<file path="src/rtl/mem_read_responder.sv">
// Memory-node read responder: filters incoming read requests into a small FIFO,
// reads the ifmap or filter store and returns a data packet to the requester.
module mem_read_responder #(
  parameter int WIDTH            = 5,
  parameter int VALID_DATA_WIDTH = 8,
  parameter int DATA_WIDTH       = 20,
  parameter int MEM_INDEX        = 0,
  parameter int IFMAP_DEPTH      = 64,
  parameter int FILTER_DEPTH     = 16,
  parameter int FIFO_DEPTH       = 2
) (
  input  logic                        clk,
  input  logic                        rst,
  input  logic [DATA_WIDTH-1:0]       pkt_in,
  input  logic                        pkt_in_valid,
  output logic                        pkt_in_ready,
  output logic [DATA_WIDTH-1:0]       pkt_out,
  output logic                        pkt_out_valid,
  input  logic                        pkt_out_ready,
  input  logic                        ld_en,
  input  logic                        ld_sel,
  input  logic [7:0]                  ld_addr,
  input  logic [VALID_DATA_WIDTH-1:0] ld_data,
  output logic                        busy,
  output logic [7:0]                  drop_cnt,
  output logic                        err_oor
);

  localparam int FA_W  = $clog2(FIFO_DEPTH);
  localparam int IF_AW = $clog2(IFMAP_DEPTH);
  localparam int FL_AW = $clog2(FILTER_DEPTH);
  localparam int PW    = VALID_DATA_WIDTH;
  localparam int EW    = WIDTH + 2 + VALID_DATA_WIDTH;
  localparam logic [PW:0] IF_LIM    = (PW+1)'(IFMAP_DEPTH);
  localparam logic [PW:0] FL_LIM    = (PW+1)'(FILTER_DEPTH);
  localparam logic [8:0]  IF_LD_LIM = 9'(IFMAP_DEPTH);
  localparam logic [8:0]  FL_LD_LIM = 9'(FILTER_DEPTH);

  typedef enum logic [1:0] {S_IDLE, S_READ, S_RESP} state_t;

  state_t state_q, state_d;

  logic [VALID_DATA_WIDTH-1:0] ifmap_mem_q  [IFMAP_DEPTH];
  logic [VALID_DATA_WIDTH-1:0] filter_mem_q [FILTER_DEPTH];
  logic [EW-1:0]               fifo_mem_q   [FIFO_DEPTH];

  logic [FA_W:0]               wr_ptr_q, wr_ptr_d, rd_ptr_q, rd_ptr_d;
  logic [WIDTH-1:0]            req_src_q, req_src_d;
  logic [1:0]                  req_type_q, req_type_d;
  logic [PW-1:0]               req_ptr_q, req_ptr_d;
  logic [VALID_DATA_WIDTH-1:0] rdata_q, rdata_d;
  logic [DATA_WIDTH-1:0]       pkt_out_q, pkt_out_d;
  logic                        pkt_out_valid_q, pkt_out_valid_d;
  logic [7:0]                  drop_cnt_q, drop_cnt_d;
  logic                        err_oor_q, err_oor_d;

  logic fifo_empty, fifo_full, accept, admit, push, pop, read_oor, read_fire;
  logic [WIDTH-1:0]            in_dst;
  logic [1:0]                  in_type;
  logic [EW-1:0]               fifo_head;
  logic [VALID_DATA_WIDTH-1:0] store_word;

  assign fifo_empty = (wr_ptr_q == rd_ptr_q);
  assign fifo_full  = (wr_ptr_q[FA_W] != rd_ptr_q[FA_W]) &&
                      (wr_ptr_q[FA_W-1:0] == rd_ptr_q[FA_W-1:0]);
  assign fifo_head  = fifo_mem_q[rd_ptr_q[FA_W-1:0]];

  assign in_dst  = pkt_in[DATA_WIDTH-WIDTH-1 -: WIDTH];
  assign in_type = pkt_in[VALID_DATA_WIDTH+1 : VALID_DATA_WIDTH];
  assign accept  = pkt_in_valid && !fifo_full;
  assign admit   = (in_dst == WIDTH'(MEM_INDEX)) && ((in_type == 2'd1) || (in_type == 2'd2));
  assign push    = accept && admit;
  assign pop     = (state_q == S_IDLE) && !fifo_empty;

  // Load port owns the store for the cycle it writes, so a read stalls behind it.
  assign read_fire  = (state_q == S_READ) && !ld_en;
  assign read_oor   = (req_type_q == 2'd2) ? ({1'b0, req_ptr_q} >= FL_LIM)
                                           : ({1'b0, req_ptr_q} >= IF_LIM);
  assign store_word = (req_type_q == 2'd2) ? filter_mem_q[req_ptr_q[FL_AW-1:0]]
                                           : ifmap_mem_q[req_ptr_q[IF_AW-1:0]];

  always_ff @(posedge clk or posedge rst) begin
    if (rst) state_q <= S_IDLE;
    else     state_q <= state_d;
  end

  always_comb begin
    state_d = state_q;
    case (state_q)
      S_IDLE:  if (!fifo_empty) state_d = S_READ;
      S_READ:  if (!ld_en) state_d = S_RESP;
      S_RESP:  if (pkt_out_valid_q && pkt_out_ready) state_d = S_IDLE;
      default: state_d = S_IDLE;
    endcase
  end

  always_comb begin
    wr_ptr_d        = push ? wr_ptr_q + 1'b1 : wr_ptr_q;
    rd_ptr_d        = pop  ? rd_ptr_q + 1'b1 : rd_ptr_q;
    req_src_d       = req_src_q;
    req_type_d      = req_type_q;
    req_ptr_d       = req_ptr_q;
    rdata_d         = rdata_q;
    err_oor_d       = err_oor_q;
    pkt_out_d       = pkt_out_q;
    pkt_out_valid_d = pkt_out_valid_q;
    drop_cnt_d      = drop_cnt_q;
    if (accept && !admit && (drop_cnt_q != 8'hFF)) drop_cnt_d = drop_cnt_q + 8'd1;
    if (pop) {req_src_d, req_type_d, req_ptr_d} = fifo_head;
    if (read_fire) begin
      rdata_d = read_oor ? '0 : store_word;
      if (read_oor) err_oor_d = 1'b1;
    end
    if (state_q == S_RESP) begin
      if (!pkt_out_valid_q) begin
        pkt_out_valid_d = 1'b1;
        pkt_out_d       = {WIDTH'(MEM_INDEX), req_src_q, req_type_q, rdata_q};
      end else if (pkt_out_ready) begin
        pkt_out_valid_d = 1'b0;
        pkt_out_d       = '0;
      end
    end
  end

  always_ff @(posedge clk or posedge rst) begin
    if (rst) begin
      wr_ptr_q        <= '0;
      rd_ptr_q        <= '0;
      req_src_q       <= '0;
      req_type_q      <= '0;
      req_ptr_q       <= '0;
      rdata_q         <= '0;
      err_oor_q       <= 1'b0;
      pkt_out_q       <= '0;
      pkt_out_valid_q <= 1'b0;
      drop_cnt_q      <= '0;
    end else begin
      wr_ptr_q        <= wr_ptr_d;
      rd_ptr_q        <= rd_ptr_d;
      req_src_q       <= req_src_d;
      req_type_q      <= req_type_d;
      req_ptr_q       <= req_ptr_d;
      rdata_q         <= rdata_d;
      err_oor_q       <= err_oor_d;
      pkt_out_q       <= pkt_out_d;
      pkt_out_valid_q <= pkt_out_valid_d;
      drop_cnt_q      <= drop_cnt_d;
    end
  end

  // Storage arrays are not reset; store contents survive rst.
  always_ff @(posedge clk) begin
    if (push) fifo_mem_q[wr_ptr_q[FA_W-1:0]] <= {pkt_in[DATA_WIDTH-1 -: WIDTH], pkt_in[VALID_DATA_WIDTH+1:0]};
    if (ld_en && !ld_sel && ({1'b0, ld_addr} < IF_LD_LIM)) ifmap_mem_q[ld_addr[IF_AW-1:0]] <= ld_data;
    if (ld_en &&  ld_sel && ({1'b0, ld_addr} < FL_LD_LIM)) filter_mem_q[ld_addr[FL_AW-1:0]] <= ld_data;
  end

  assign pkt_in_ready  = !fifo_full;
  assign pkt_out       = pkt_out_q;
  assign pkt_out_valid = pkt_out_valid_q;
  assign busy          = !fifo_empty || (state_q != S_IDLE);
  assign drop_cnt      = drop_cnt_q;
  assign err_oor       = err_oor_q;

endmodule

</file>
<file path="config.mk">
export PLATFORM = sky130hd
export DESIGN_NAME = mem_read_responder
export DESIGN_NICKNAME = d
export VERILOG_FILES = /design/src/rtl/mem_read_responder.sv
export SDC_FILE = /design/constraint.sdc
export NUM_CORES = 1
export LEC_CHECK = 0
export BUFFER_PORTS_ARGS = -buffer_cell sky130_fd_sc_hd__buf_2
export CORE_ASPECT_RATIO = 2
export CORE_MARGIN = 10
export CORE_UTILIZATION = 65
export DETAILED_ROUTE_END_ITERATION = 8
export PLACE_DENSITY = 0.82
export SETUP_SLACK_MARGIN = 0.1
export SLEW_MARGIN = 20
export SYNTH_ARGS = -nofsm -noshare
export SYNTH_HDL_FRONTEND = slang
export SYNTH_SLANG_ARGS = --single-unit
</file>
<file path="constraint.sdc">
create_clock -name clk -period 5.8 [get_ports clk]
set_clock_uncertainty 0.15 [all_clocks]
set_input_delay 0.58 -clock clk [delete_from_list [all_inputs] [get_ports clk]]
set_output_delay 0.58 -clock clk [all_outputs]
set_load 0.02 [all_outputs]
</file>
[Word level (Yosys, flattened, before mapping)]
Memories as Yosys holds them, arrays and structs flattened. A register that Yosys moved wholly into a read port is not among the register bits.
Index checks and enable logic that the tools add are counted.
Cells by class
  add/sub/neg operators: 3
  $lt $le $gt $ge: 4
  equality and inequality tests: 13
  muxes and demuxes: 17
  reduce and logical (&&, ||, !) cells: 26
Operators with widths (count)
  $mux 20: 2
  $mux 8: 2
  $logic_and 1x1->1: 13
  $mux 1: 9
  $add 8x1->8 const B: 1
  $ge 8x5->1 const B: 1
  $ge 8x7->1 const B: 1
  $lt 8x5->1 const B: 1
  $lt 8x7->1 const B: 1
  $ne 2x2->1 const B: 4
  $ne 8x8->1 const B: 1
  $eq 2x2->1 const B: 3
  $mux 2: 3
  $pmux 2 s3: 1
  $logic_not 1->1: 5
  $logic_not 5->1: 1
  $add 2x1->2 const B: 2
  $eq 2x1->1 const B: 2
  $reduce_and 2->1: 2
  $reduce_and 3->1: 1
  $eq 2x2->1: 1
  $logic_not 2->1: 1
  $logic_or 1x1->1: 2
  $reduce_bool 2->1: 1
  other kinds (2): 2
Storage, ports and cells
  register bits: 44
  bits in writable memories: 670
  input bits: 42
  word-level logic and storage cells: 74
  memories kept: 3
Memories
  ifmap_mem_q: depth 64, width 8, rd ports 1, clocked after memory_dff 0, wr ports 1, line 43  | logic [VALID_DATA_WIDTH-1:0] ifmap_mem_q [IFMAP_DEPTH];
  filter_mem_q: depth 16, width 8, rd ports 1, clocked after memory_dff 0, wr ports 1, line 44  | logic [VALID_DATA_WIDTH-1:0] filter_mem_q [FILTER_DEPTH];
  fifo_mem_q: depth 2, width 15, rd ports 1, clocked after memory_dff 1, wr ports 1, line 45  | logic [EW-1:0] fifo_mem_q [FIFO_DEPTH];

[Logic depth before layout (Yosys ltp)]
  word-level depth: 7
  mapped depth: 8
  mapped depth without buffers: 5

[Worst setup path after synthesis]
OpenSTA, ideal clock, no wires.
  kind: input-to-reg
  start point: in pkt_in[10]
  end point: mem fifo_mem_q[0][0] in the netlist's numbering (enable)
  arrival: 2.263 ns
  data required time: 5.262 ns
  slack: 2.999 ns
  stages on the path: 4
  path buffers: 0
  path through: or4_1 nor3_1 and3_1 nor2b_1
On the way
  longest elaborated chain between the ends: 5
RTL lines
  from (decl): line 14  | input logic [DATA_WIDTH-1:0] pkt_in,
  $logic_not 5->1: line 71  | assign admit = (in_dst == WIDTH'(MEM_INDEX)) && ((in_type == 2'd1) || (in_type == 2'd2));
  $logic_and 1x1->1: line 71
  $logic_and 1x1->1: line 72  | assign push = accept && admit;
  $mux 1: line 153  | if (push) fifo_mem_q[wr_ptr_q[FA_W-1:0]] <= {pkt_in[DATA_WIDTH-1 -: WIDTH], pkt_in[VALID_DATA_WIDTH+1:0]};
  $mux 1 (not written as such): line 153
  to (decl): line 45
No other way between the ends.

[Final worst setup path]
  start point: reg req_ptr_q[0] (read register of fifo_mem_q)
  end point: reg rdata_q[0]
On the way
  longest elaborated chain between the ends: 3
  elaborated cells between the ends (all ways): 7
RTL lines
  from (decl): line 50  | logic [PW-1:0] req_ptr_q, req_ptr_d;
  $mem_v2 64x8 (tied with other cells)
  $mux 8 or $mux 1 (tied branches): line 79, 77
  $mux 8 (*): line 111  | rdata_d = read_oor ? '0 : store_word;
  to (signal assigned): line 143  | rdata_q <= rdata_d;
  to (decl): line 51  | logic [VALID_DATA_WIDTH-1:0] rdata_q, rdata_d;
Every way passes the cells marked *; elsewhere a longest branch is shown, timed or not.
A chain may end at the register's enable or synchronous reset.

==> metrics <==
slack of the worst reg-to-reg path=2.11 ns; Post-synth EDFFs=670; Max rail drop VDD=0.000271 V; Critical Path RT=approximately 6.1 ns; area share of fa/ha/maj cells after synthesis=0.0440%; Antenna Cells=0; largest net degree at the start of global routing=a little over 80; Tcrit/Tclk final=63.6%; Critical Path End=rdata_q[0]$_DFFE_PP0P_; pwr dens=443 nW/um2; startpoint class of the critical path=register; Nets=between 1500 and 2000; status=completed; RSZ-0062 raised after global routing=no; commonest non-fill, non-tap cell in the layout=edfxtp_1; Slew Viols, Final=0; Die Wd=between 150 and 200 um; final hold slack=around 0.012 ns; Rel. slew slack=between 20% and 30%; Synth cell types=between 40 and 50; Post-Route WL=between 60000 and 70000 um; final hold violations=0; Post-DP HPWL=around 40000 um; hold crit path type=input port to register; DRC Markers=0; max-cap check violation count=0; Max FO, Critical Path=68; min Tclk post-route=~3.7 ns; Root Buffer=clkbuf_16; post-synthesis mux area share=approximately 15%; CTS max path bufs=3; syn avg cell area=approximately 20 um2; PortBufs=68; DRT iter0 DRCs=around 2000; Synthesis Warnings=0; Total GRT Usage=about a quarter; TritonCTS clock tree=done; Slew @ Worst Pin=1.15 ns; first-pass GRT wire length=slightly below 100000 um; CP endpoint kind=register; reg2reg path depth=6; Final TNS setup=0 ns; setup violators final=0; R2R Path End=rdata_q[0]$_DFFE_PP0P_; initial antenna violation count=1; num ports=between 70 and 80; post-cts hold buffer count=1; Leak=around 10 nW; Cells after DPL=1990; WS Path Type=register to register; GPL Wtd Cong=approximately 0.91; Top FF cell, synth=edfxtp_1; main combinational cell family by area after synthesis=multiplexers; number of global-route vias before repair=between 10000 and 15000; FF+latch count, synth=724; final non-filler cell total=2094; Rows=108; critical path arrival=3.99 ns; layout cell share with drive strength beyond 1=24.6%; Clock Sinks=724; Synth Cell Area=between 20000 and 30000 um2; WL/cell=between 30 and 40 um; post-route ant nets=0; CP startpoint=req_ptr_q[0]$_DFFE_PP0P_; sequential area share after synthesis=75.6%; Syn Inst Count=1429; CTS resizes=0; Initial Util=about two thirds; CTS H-Tree Depth=2; Synth Area in Compound Gates=~3%; post-CTS setup buffer count=0; simple-gate share of the synthesized area=~3.8%; TritonCTS Buffers=56; GRT Residual Overflow=0; Critical R2R Launch=req_ptr_q[0]$_DFFE_PP0P_; Synth Area in XOR/XNOR=less than 1%; CORE AREA=~43000 um2; Vias=roughly 14000; drt pass-1 iters=5; asr flop ratio synth=about 7.5%; Worst-Skew Late Latency=0.61 ns; die area=53000 um2; fmax=roughly 270 MHz; die height=between 300 and 400 um; most frequent cells in the layout=670 x edfxtp_1, 148 x mux4_2, 119 x nor2_1, 68 x buf_2, 63 x mux2i_1; area delta synth->final=9.51%; Worst-path clk slew=roughly 0.070 ns; Vias/cell=between 6 and 7
layout make-up:
cell class              instances  area (um2)
multi-input cells             625        6440
fillers                      2356       12300
flip-flops and latches        724       21500
clock inverters                40         499
well taps                     550         688
repair buffers                 89         538
inverters                       3        11.3
clock buffers                  63        1450
critical path, stage by stage (launching register included):
cell	delay (ns)
dfrtp_4	1.09
buf_12	0.48
mux4_2	0.59
mux2i_1	0.20
nor2_1	0.07
a21oi_1	0.65
a22oi_1	0.16
per-stage QoR:
step | util, % | setup WS [ns] | instance area (um2) | total power [mW]
after detailed placement | 67.2 | 2.11 | 29100 | 9.71
after global placement | 67.2 | 2.10 | 29100 | 9.62
final | 71.7 | 2.11 | 31100 | 13.8
after CTS | 71.7 | 2.06 | 31100 | 13.8
after global routing | 71.7 | 1.92 | 31100 | 14.2
after floorplan | - | 3.00 | 28400 | 8.81
kinds of logic after synthesis:
group,after synthesis
AOI/OAI and AO/OA,131
xor gates and xnor gates,15
adders and majority gates,1
buffers and inverters,84
DFF,724
muxes,244
other,1
and+or+nand+nor,229
worst min path at each step:
stage,startpoint,to,cells after the start,slack [ns]
after floorplan,req_src_q[0]$_DFFE_PP0P_,req_src_q[0]$_DFFE_PP0P_,2,0.30
after global placement,req_ptr_q[6]$_DFFE_PP0P_,req_ptr_q[6]$_DFFE_PP0P_,2,0.32
after detailed placement,err_oor$_DFFE_PP0P_,err_oor$_DFFE_PP0P_,1,0.31
after CTS,pkt_in[16],fifo_mem_q[0][11]$_DFFE_PP_,1,0.0005
after global routing,pkt_in[16],fifo_mem_q[0][11]$_DFFE_PP_,1,0.0009
final,pkt_in[16],fifo_mem_q[0][11]$_DFFE_PP_,1,0.01
power breakdown:
group          switching [mW]  internal [mW]
Sequential              0.398           5.87
Combinational            1.87           1.55
Clock                    1.81           2.30
synthesized netlist by cell type (15+ instances only):
cell / number / area share, %
o21ai_0: 38 / 0.67
mux2_2: 33 / 1.3
a21oi_1: 24 / 0.42
edfxtp_1: 670 / 71
nor2_1: 119 / 1.6
clkbuf_1: 21 / 0.28
nand2_1: 33 / 0.44
o22ai_1: 22 / 0.48
dfrtp_1: 54 / 4.8
buf_2: 17 / 0.30
mux2i_1: 63 / 2.2
buf_4: 21 / 0.55
a22o_1: 15 / 0.46
mux4_2: 148 / 12
per-layer routing:
| metal | track usage, % | routed length, um | up-vias |
|---|---|---|---|
| li1 | - | - | 5909 |
| met1 | 28.0 | 20800 | 7344 |
| met2 | 44.2 | 35400 | 898 |
| met3 | 4.17 | 5220 | 213 |
| met4 | 13.0 | 3790 | 0 |
| met5 | 0 | 0 | - |
flip-flops by register name, indices dropped and copies added, names as in the netlist:
register,cells
ifmap_mem_q,512
filter_mem_q,128
fifo_mem_q,30
pkt_out,15
drop_cnt,8
rdata_q,8
req_ptr_q,8
req_src_q,5
rd_ptr_q,2
req_type_q,2
state_q,2
wr_ptr_q,2
err_oor,1
pkt_out_valid,1
(Power assumes the default switching activity.)
